`src/rtl/rggen_wishbone_request_buffer.sv`:
```
// Pipelined Wishbone request buffer: queues upstream requests in a small FIFO, replays them
// one at a time downstream and returns registered responses upstream in order.
module rggen_wishbone_request_buffer #(
    parameter int ADDRESS_WIDTH = 8,
    parameter int BUS_WIDTH     = 32,
    parameter int DEPTH         = 2
) (
    input  logic                     i_clk,
    input  logic                     i_rst_n,
    input  logic                     i_s_cyc,
    input  logic                     i_s_stb,
    input  logic [ADDRESS_WIDTH-1:0] i_s_adr,
    input  logic                     i_s_we,
    input  logic [BUS_WIDTH-1:0]     i_s_dat_w,
    input  logic [BUS_WIDTH/8-1:0]   i_s_sel,
    output logic                     o_s_stall,
    output logic                     o_s_ack,
    output logic                     o_s_err,
    output logic                     o_s_rty,
    output logic [BUS_WIDTH-1:0]     o_s_dat_r,
    output logic                     o_m_cyc,
    output logic                     o_m_stb,
    output logic [ADDRESS_WIDTH-1:0] o_m_adr,
    output logic                     o_m_we,
    output logic [BUS_WIDTH-1:0]     o_m_dat_w,
    output logic [BUS_WIDTH/8-1:0]   o_m_sel,
    input  logic                     i_m_stall,
    input  logic                     i_m_ack,
    input  logic                     i_m_err,
    input  logic                     i_m_rty,
    input  logic [BUS_WIDTH-1:0]     i_m_dat_r
);
    localparam int SEL_WIDTH   = BUS_WIDTH / 8;
    localparam int ENTRY_WIDTH = ADDRESS_WIDTH + 1 + BUS_WIDTH + SEL_WIDTH;
    localparam int PTR_WIDTH   = (DEPTH > 1) ? $clog2(DEPTH) : 1;
    localparam int CNT_WIDTH   = $clog2(DEPTH + 1);
    localparam logic [PTR_WIDTH-1:0] LAST_PTR = PTR_WIDTH'(DEPTH - 1);
    localparam logic [CNT_WIDTH-1:0] FULL_CNT = CNT_WIDTH'(DEPTH);

    typedef enum logic [1:0] {StIdle, StReq, StWait} state_e;

    state_e                 r_state;
    state_e                 w_state_next;
    logic [ENTRY_WIDTH-1:0] r_mem [DEPTH];
    logic [PTR_WIDTH-1:0]   r_wptr;
    logic [PTR_WIDTH-1:0]   r_rptr;
    logic [PTR_WIDTH-1:0]   w_wptr_next;
    logic [PTR_WIDTH-1:0]   w_rptr_next;
    logic [CNT_WIDTH-1:0]   r_count;
    logic [CNT_WIDTH-1:0]   w_count_next;
    logic                   r_abort;
    logic                   w_abort_next;
    logic                   r_ack;
    logic                   r_err;
    logic                   r_rty;
    logic [BUS_WIDTH-1:0]   r_dat_r;

    logic                   w_push;
    logic                   w_pop;
    logic                   w_resp;
    logic                   w_busy;
    logic                   w_flush;
    logic                   w_keep_head;
    logic                   w_forward;
    logic [ENTRY_WIDTH-1:0] w_head;

    function automatic logic [PTR_WIDTH-1:0] ptr_inc(input logic [PTR_WIDTH-1:0] ptr);
        return (ptr == LAST_PTR) ? '0 : ptr + PTR_WIDTH'(1);
    endfunction

    assign o_s_stall   = (r_count == FULL_CNT) || r_abort;
    assign w_push      = i_s_cyc && i_s_stb && !o_s_stall;
    assign w_busy      = (r_state != StIdle);
    assign w_resp      = i_m_ack || i_m_err || i_m_rty;
    assign w_pop       = ((r_state == StWait) || ((r_state == StReq) && !i_m_stall)) && w_resp;
    assign w_flush     = !i_s_cyc && ((r_count != '0) || w_busy);
    assign w_keep_head = w_busy && !w_pop;
    // A response that completes after (or while) the master abandons its cycle is dropped.
    assign w_forward   = w_pop && !r_abort && i_s_cyc;
    assign w_head      = r_mem[r_rptr];

    always_comb begin
        w_rptr_next  = w_pop ? ptr_inc(r_rptr) : r_rptr;
        w_wptr_next  = w_push ? ptr_inc(r_wptr) : r_wptr;
        w_count_next = r_count;
        if (w_flush) begin
            // Only an in-flight head survives an abort; everything behind it is discarded.
            w_count_next = w_keep_head ? CNT_WIDTH'(1) : '0;
            w_wptr_next  = w_keep_head ? ptr_inc(r_rptr) : w_rptr_next;
        end else if (w_push && !w_pop) begin
            w_count_next = r_count + CNT_WIDTH'(1);
        end else if (!w_push && w_pop) begin
            w_count_next = r_count - CNT_WIDTH'(1);
        end
    end

    always_comb begin
        w_abort_next = r_abort;
        if (!w_busy || w_pop) begin
            w_abort_next = 1'b0;
        end else if (!i_s_cyc) begin
            w_abort_next = 1'b1;
        end
    end

    always_ff @(posedge i_clk) begin
        if (w_push) begin
            r_mem[r_wptr] <= {i_s_adr, i_s_we, i_s_dat_w, i_s_sel};
        end
    end

    always_ff @(posedge i_clk or negedge i_rst_n) begin
        if (!i_rst_n) begin
            r_wptr  <= '0;
            r_rptr  <= '0;
            r_count <= '0;
            r_abort <= 1'b0;
            r_ack   <= 1'b0;
            r_err   <= 1'b0;
            r_rty   <= 1'b0;
            r_dat_r <= '0;
        end else begin
            r_wptr  <= w_wptr_next;
            r_rptr  <= w_rptr_next;
            r_count <= w_count_next;
            r_abort <= w_abort_next;
            r_err   <= w_forward && i_m_err;
            r_rty   <= w_forward && i_m_rty && !i_m_err;
            r_ack   <= w_forward && i_m_ack && !i_m_err && !i_m_rty;
            if (w_pop) begin
                r_dat_r <= i_m_dat_r;
            end
        end
    end

    always_ff @(posedge i_clk or negedge i_rst_n) begin
        if (!i_rst_n) begin
            r_state <= StIdle;
        end else begin
            r_state <= w_state_next;
        end
    end

    always_comb begin
        w_state_next = r_state;
        unique case (r_state)
            StIdle: begin
                // Issue as soon as the entry lands, so a request may go out the cycle after accept.
                if (w_push || ((r_count != '0) && i_s_cyc)) begin
                    w_state_next = StReq;
                end
            end
            StReq: begin
                if (!i_m_stall) begin
                    w_state_next = w_resp ? StIdle : StWait;
                end
            end
            StWait: begin
                if (w_resp) begin
                    w_state_next = StIdle;
                end
            end
            default: w_state_next = StIdle;
        endcase
    end

    always_comb begin
        o_m_cyc   = w_busy;
        o_m_stb   = (r_state == StReq);
        o_m_adr   = '0;
        o_m_we    = 1'b0;
        o_m_dat_w = '0;
        o_m_sel   = '0;
        if (w_busy) begin
            {o_m_adr, o_m_we, o_m_dat_w, o_m_sel} = w_head;
        end
        o_s_ack   = r_ack;
        o_s_err   = r_err;
        o_s_rty   = r_rty;
        o_s_dat_r = r_dat_r;
    end
endmodule

```
`config.mk`:
```
export PLATFORM = sky130hd
export DESIGN_NAME = rggen_wishbone_request_buffer
export DESIGN_NICKNAME = d
export VERILOG_FILES = /design/src/rtl/rggen_wishbone_request_buffer.sv
export SDC_FILE = /design/constraint.sdc
export NUM_CORES = 1
export LEC_CHECK = 0
export CAP_MARGIN = 5
export CORE_UTILIZATION = 49
export CTS_CLUSTER_SIZE = 16
export DETAILED_ROUTE_END_ITERATION = 12
export PLACE_DENSITY_LB_ADDON = 0.25
export SYNTH_ARGS = -nofsm -noshare
export SYNTH_HDL_FRONTEND = slang
export SYNTH_SLANG_ARGS = --single-unit
```
`constraint.sdc`:
```
create_clock -name i_clk -period 8.6 [get_ports i_clk]
set_input_delay 1.29 -clock i_clk [delete_from_list [all_inputs] [get_ports i_clk]]
set_output_delay 1.29 -clock i_clk [all_outputs]
set_load 0.02 [all_outputs]
```
-- Yosys cells after proc, flatten, opt, wreduce, memory -nomap -nowiden
Memory sizes are Yosys's and may differ from the RTL's.
Index checks and enable logic that the tools add are counted.
- muxes and demuxes: 23
- eq/ne operators: 7
- reductions and logical operators: 39
- $add $sub $neg: 4
- operators with widths (cell ; count):
    $mux W32 ; 1
    $logic_and A1 B1 Y1 ; 17
    $mux W2 ; 7
    $mux W1 ; 12
    $logic_not A1 Y1 ; 9
    $mux W8 ; 1
    $logic_or A1 B1 Y1 ; 7
    $ne A2 B2 Y1 const B ; 3
    $pmux W2 S3 ; 1
    $reduce_bool A2 Y1 ; 3
    $eq A2 B2 Y1 const B ; 2
    $mux W4 ; 1
    $reduce_and A3 Y1 ; 1
    $reduce_bool A3 Y1 ; 1
    $add A1 B1 Y1 const B ; 2
    $add A2 B1 Y2 const B ; 1
    $eq A2 B1 Y1 const B ; 1
    $logic_not A2 Y1 ; 1
    $ne A2 B1 Y1 const B ; 1
    $sub A2 B1 Y2 const B ; 1
- output and inout port bits: 83
- word-level logic and storage cells: 83
- input port bits: 85
- memory bits (writable): 90
- register bits: 42
- memories: 1
- memory list (memory ; depth ; bits a word ; read ports ; clocked after Yosys merged registers in ; wr ports ; line ; text):
    r_mem ; 2 ; 45 ; 1 ; 0 ; 1 ; 44 ; logic [ENTRY_WIDTH-1:0] r_mem [DEPTH];

-- Logic depth before layout (Yosys ltp)
- word-level depth: 9
- mapped depth: 6
- gate-level depth less buffers: 4

-- Worst setup path before layout
No wires, ideal clock.
- path type: input port to flip-flop
- start point: input i_s_cyc
- end point: memory r_mem[0][0] (netlist name) (enable)
- stages: 3
- path slack: 2.988 ns
- setup time: 0.515 ns
- arrival: 5.097 ns
- cells stage by stage: buf_2 -> nand3b_1 -> nor3b_1
- cells in the longest elaborated chain, start to end: 4
- ends and longest elaborated chain (what ; line ; text):
    start, declared ; 10 ; input logic i_s_cyc,
    $logic_and A1 B1 Y1 (2 in series) ; 72 ; assign w_push = i_s_cyc && i_s_stb && !o_s_stall;
    $mux W1 ; 107 ; if (w_push) begin
    $mux W1 (implied by the code) ; 108 ; r_mem[r_wptr] <= {i_s_adr, i_s_we, i_s_dat_w, i_s_sel};
    end, declared ; 44 ;
Every way passes these cells.

-- Worst setup path in the final report
- start point: register r_state[1]
- end point: output o_m_dat_w[10]
- cells in the longest elaborated chain, start to end: 2
- ends and longest elaborated chain (what ; line ; text):
    start, declared ; 42 ; state_e r_state;
    start signal, assigned ; 138 ; r_state <= StIdle;
    start signal, assigned ; 140 ; r_state <= w_state_next;
    $reduce_bool A2 Y1 ; 73 ; assign w_busy = (r_state != StIdle);
    $mux W32 ; 174 ; if (w_busy) begin
    end, declared ; 25 ; output logic [BUS_WIDTH-1:0] o_m_dat_w,
Every way passes these cells.

==> results.sh <==
export IMPL_status="completed"
export IMPL_layout_drive_gt1_share_pct=7.34
export IMPL_synth_enable_flop_cells=90
export IMPL_postSynth_asyncResetShare_pct=31.8
export IMPL_routabilityCongestion=0.802
export IMPL_grt_start_max_net_pins=50
export IMPL_cts_buffers=17
export IMPL_max_freq_ghz=0.255
export IMPL_tightest_slew_ns=1.13
export IMPL_min_period_over_period_pct=45.6
export IMPL_post_synth_num_cell_types=36
export IMPL_cts_tree="built"
export IMPL_fp_row_count=37
export IMPL_holdCritPathClass="reg -> reg"
export IMPL_syn_to_final_growth_pct=45.2
export IMPL_critical_path_peak_fanout=49
export IMPL_critPathKind="reg -> out"
export IMPL_post_synth_inst_count=390
export IMPL_cts_root_buf="sky130_fd_sc_hd__clkbuf_8"
export IMPL_die_height_microns=105
export IMPL_critical_path_arrival_ns=2.63
export IMPL_final_common_cell="sky130_fd_sc_hd__clkdlybuf4s50_1"
export IMPL_clkLatencyLatePin_ns=0.50
export IMPL_grt_overflow_total=0
export IMPL_final_setup_viol_count=0
export IMPL_design_die_area_sq_um=10900
export IMPL_synth_seq_cells=132
export IMPL_power_per_cell_area_nw_per_um2=341
export IMPL_drv_slew=0
export IMPL_route_final_wire_length_mm=10.7
export IMPL_cts_hold_buffers_added=0
export IMPL_finish_utilization_pct=72.9
export IMPL_die_w_microns=105
export IMPL_detailedRoute_firstIterationViolations=143
export IMPL_route_detailed_wl_per_inst_microns=15.1
export IMPL_syn_nets=475
export IMPL_grt_setup_unrepaired="false"
export IMPL_cts_setup_buffers=0
export IMPL_final_cell_mix="sky130_fd_sc_hd__clkdlybuf4s50_1 (166), sky130_fd_sc_hd__nand2_1 (102), sky130_fd_sc_hd__edfxtp_1 (90)"
export IMPL_place_detailed_hpwl_mm=7.08
export IMPL_synth_area_per_cell_sq_um=13.2
export IMPL_p_leak_nw=3.00
export IMPL_grt_antenna_before_repair=0
export IMPL_grt_first_pass_wirelength_mm=16.8
export IMPL_drtPass1Iterations=4
export IMPL_vias=3538
export IMPL_peak_supply_drop_v=0.000170
export IMPL_max_slew_headroom_pct=24.5
export IMPL_clk_pin_slew_worst_paths_ns=0.06
export IMPL_total_i_o_pin_count=168
export IMPL_global_route_usage_total_pct=20.1
export IMPL_synth_seq_area_share_pct=72.8
export IMPL_number_of_max_cap_violations=0
export IMPL_worst_endpoint_required_ns=7.31
export IMPL_antenna_cells_inserted=0
export IMPL_critPathLaunchType="flop"
export IMPL_finalNonFillerCells=708
export IMPL_final_setup_skew_ns=0.0107
export IMPL_drc=0
export IMPL_antenna_left=0
export IMPL_core_area_sq_um=10300
export IMPL_htree_num_levels=4
export IMPL_timing_reg2reg_setup_slack_ns=5.85
export IMPL_cts_repair_resized=0
export IMPL_via_count_of_the_first_global_routing_pass=3568
export IMPL_place_inst=676
export IMPL_critical_path_endpoint_type="primary output"
export IMPL_nets=644
export IMPL_cts_sinks=132
export IMPL_synthesis_area_sq_um=5160
export IMPL_final_setup_tns_ns=0
export IMPL_final_hold_violation_count=0
export IMPL_fin_crit_ns=3.92
export IMPL_effective_utilization_at_floorplan_pct=50.2
export IMPL_cts_buffer_depth=2
export IMPL_post_drt_via_cell_ratio=5.00
export IMPL_yosys_warnings=0
export IMPL_yosys_most_used_dff="sky130_fd_sc_hd__edfxtp_1"
export IMPL_numPortBuffers=167
==> critical path, stage by stage, from the launching register on <==
cell and delay (ns):
sky130_fd_sc_hd__dfrtp_1 0.47, sky130_fd_sc_hd__nor2_4 0.90, sky130_fd_sc_hd__nor2_1 0.16, sky130_fd_sc_hd__clkdlybuf4s50_1 0.59
==> worst paths after layout <==
kind	start	end	depth (start not counted)
max	r_state[1]	o_m_dat_w[10]	3
min	o_s_dat_r[5]	o_s_dat_r[5]	2
max reg2reg	r_abort	r_mem[0][20]	3
min reg2reg	o_s_dat_r[5]	o_s_dat_r[5]	2
max in group asynchronous	i_rst_n	r_rptr	1
min in group asynchronous	i_rst_n	o_s_dat_r[1]	1
==> cells in the mapped netlist, drive strengths merged (2+ instances only) <==
cell type  count  share of area, %
dfrtp         42                20
nand2        102               7.4
nor3b          2              0.51
nand4          2              0.24
nand2b         2              0.24
or3            3              0.46
a21oi          2              0.19
o32ai          2              0.34
edfxtp        90                52
buf           17               1.7
nor2          54               3.9
o21ai          2              0.27
mux2i         45               8.7
xnor2          2              0.34
clkbuf         4              0.29
inv            4              0.29
==> power breakdown <==
group	leakage (nW)	switching (W)	total [W]	internal (W)
clock	0.252	0.000264	0.000648	0.000385
sequential	1.35	0.0000679	0.000896	0.000828
combinational	1.39	0.000551	0.00101	0.000459
==> cell type report <==
type,instances,area (sq um)
sequential,132,3750
fill,690,2790
clock buffer,18,418
inverter,4,15.0
tap,136,170
timing repair buffer,171,1700
multi-input combinational,233,1310
clock inverter,14,129
==> sequential cells by signal, indices dropped and copies added (netlist names) <==
name	flops
r_mem	90
o_s_dat_r	32
r_count	2
r_state	2
o_s_ack	1
o_s_err	1
o_s_rty	1
r_abort	1
r_rptr	1
r_wptr	1
==> kinds of logic after synthesis <==
group / Yosys count / share of synthesized area, %
flops: 132 / 72.8
buf+inv: 25 / 2.26
mux: 45 / 8.73
compound gates: 13 / 1.94
xor+xnor: 3 / 0.510
simple gates: 172 / 13.8
==> layer usage <==
metal	track usage, %	part of all wire [%]
met3	6.61	7.4
met2	34.2	50
met4	7.85	0.60
met1	23.7	42
met5	0	0
==> through the flow <==
stage	cell area, sq um	hold slack (ns)	total power (W)	setup slack, ns
3_3_place_gp	6940	0.456	0.00191	4.46
4_1_cts	7490	0.478	0.00258	4.58
6_report	7490	0.475	0.00255	4.68
5_1_grt	7490	0.501	0.00269	4.45
3_5_place_dp	6940	0.463	0.00193	4.31
2_1_floorplan	5160	0.514	0.00148	2.99
Note: power is estimated with default switching activity, not from simulation.
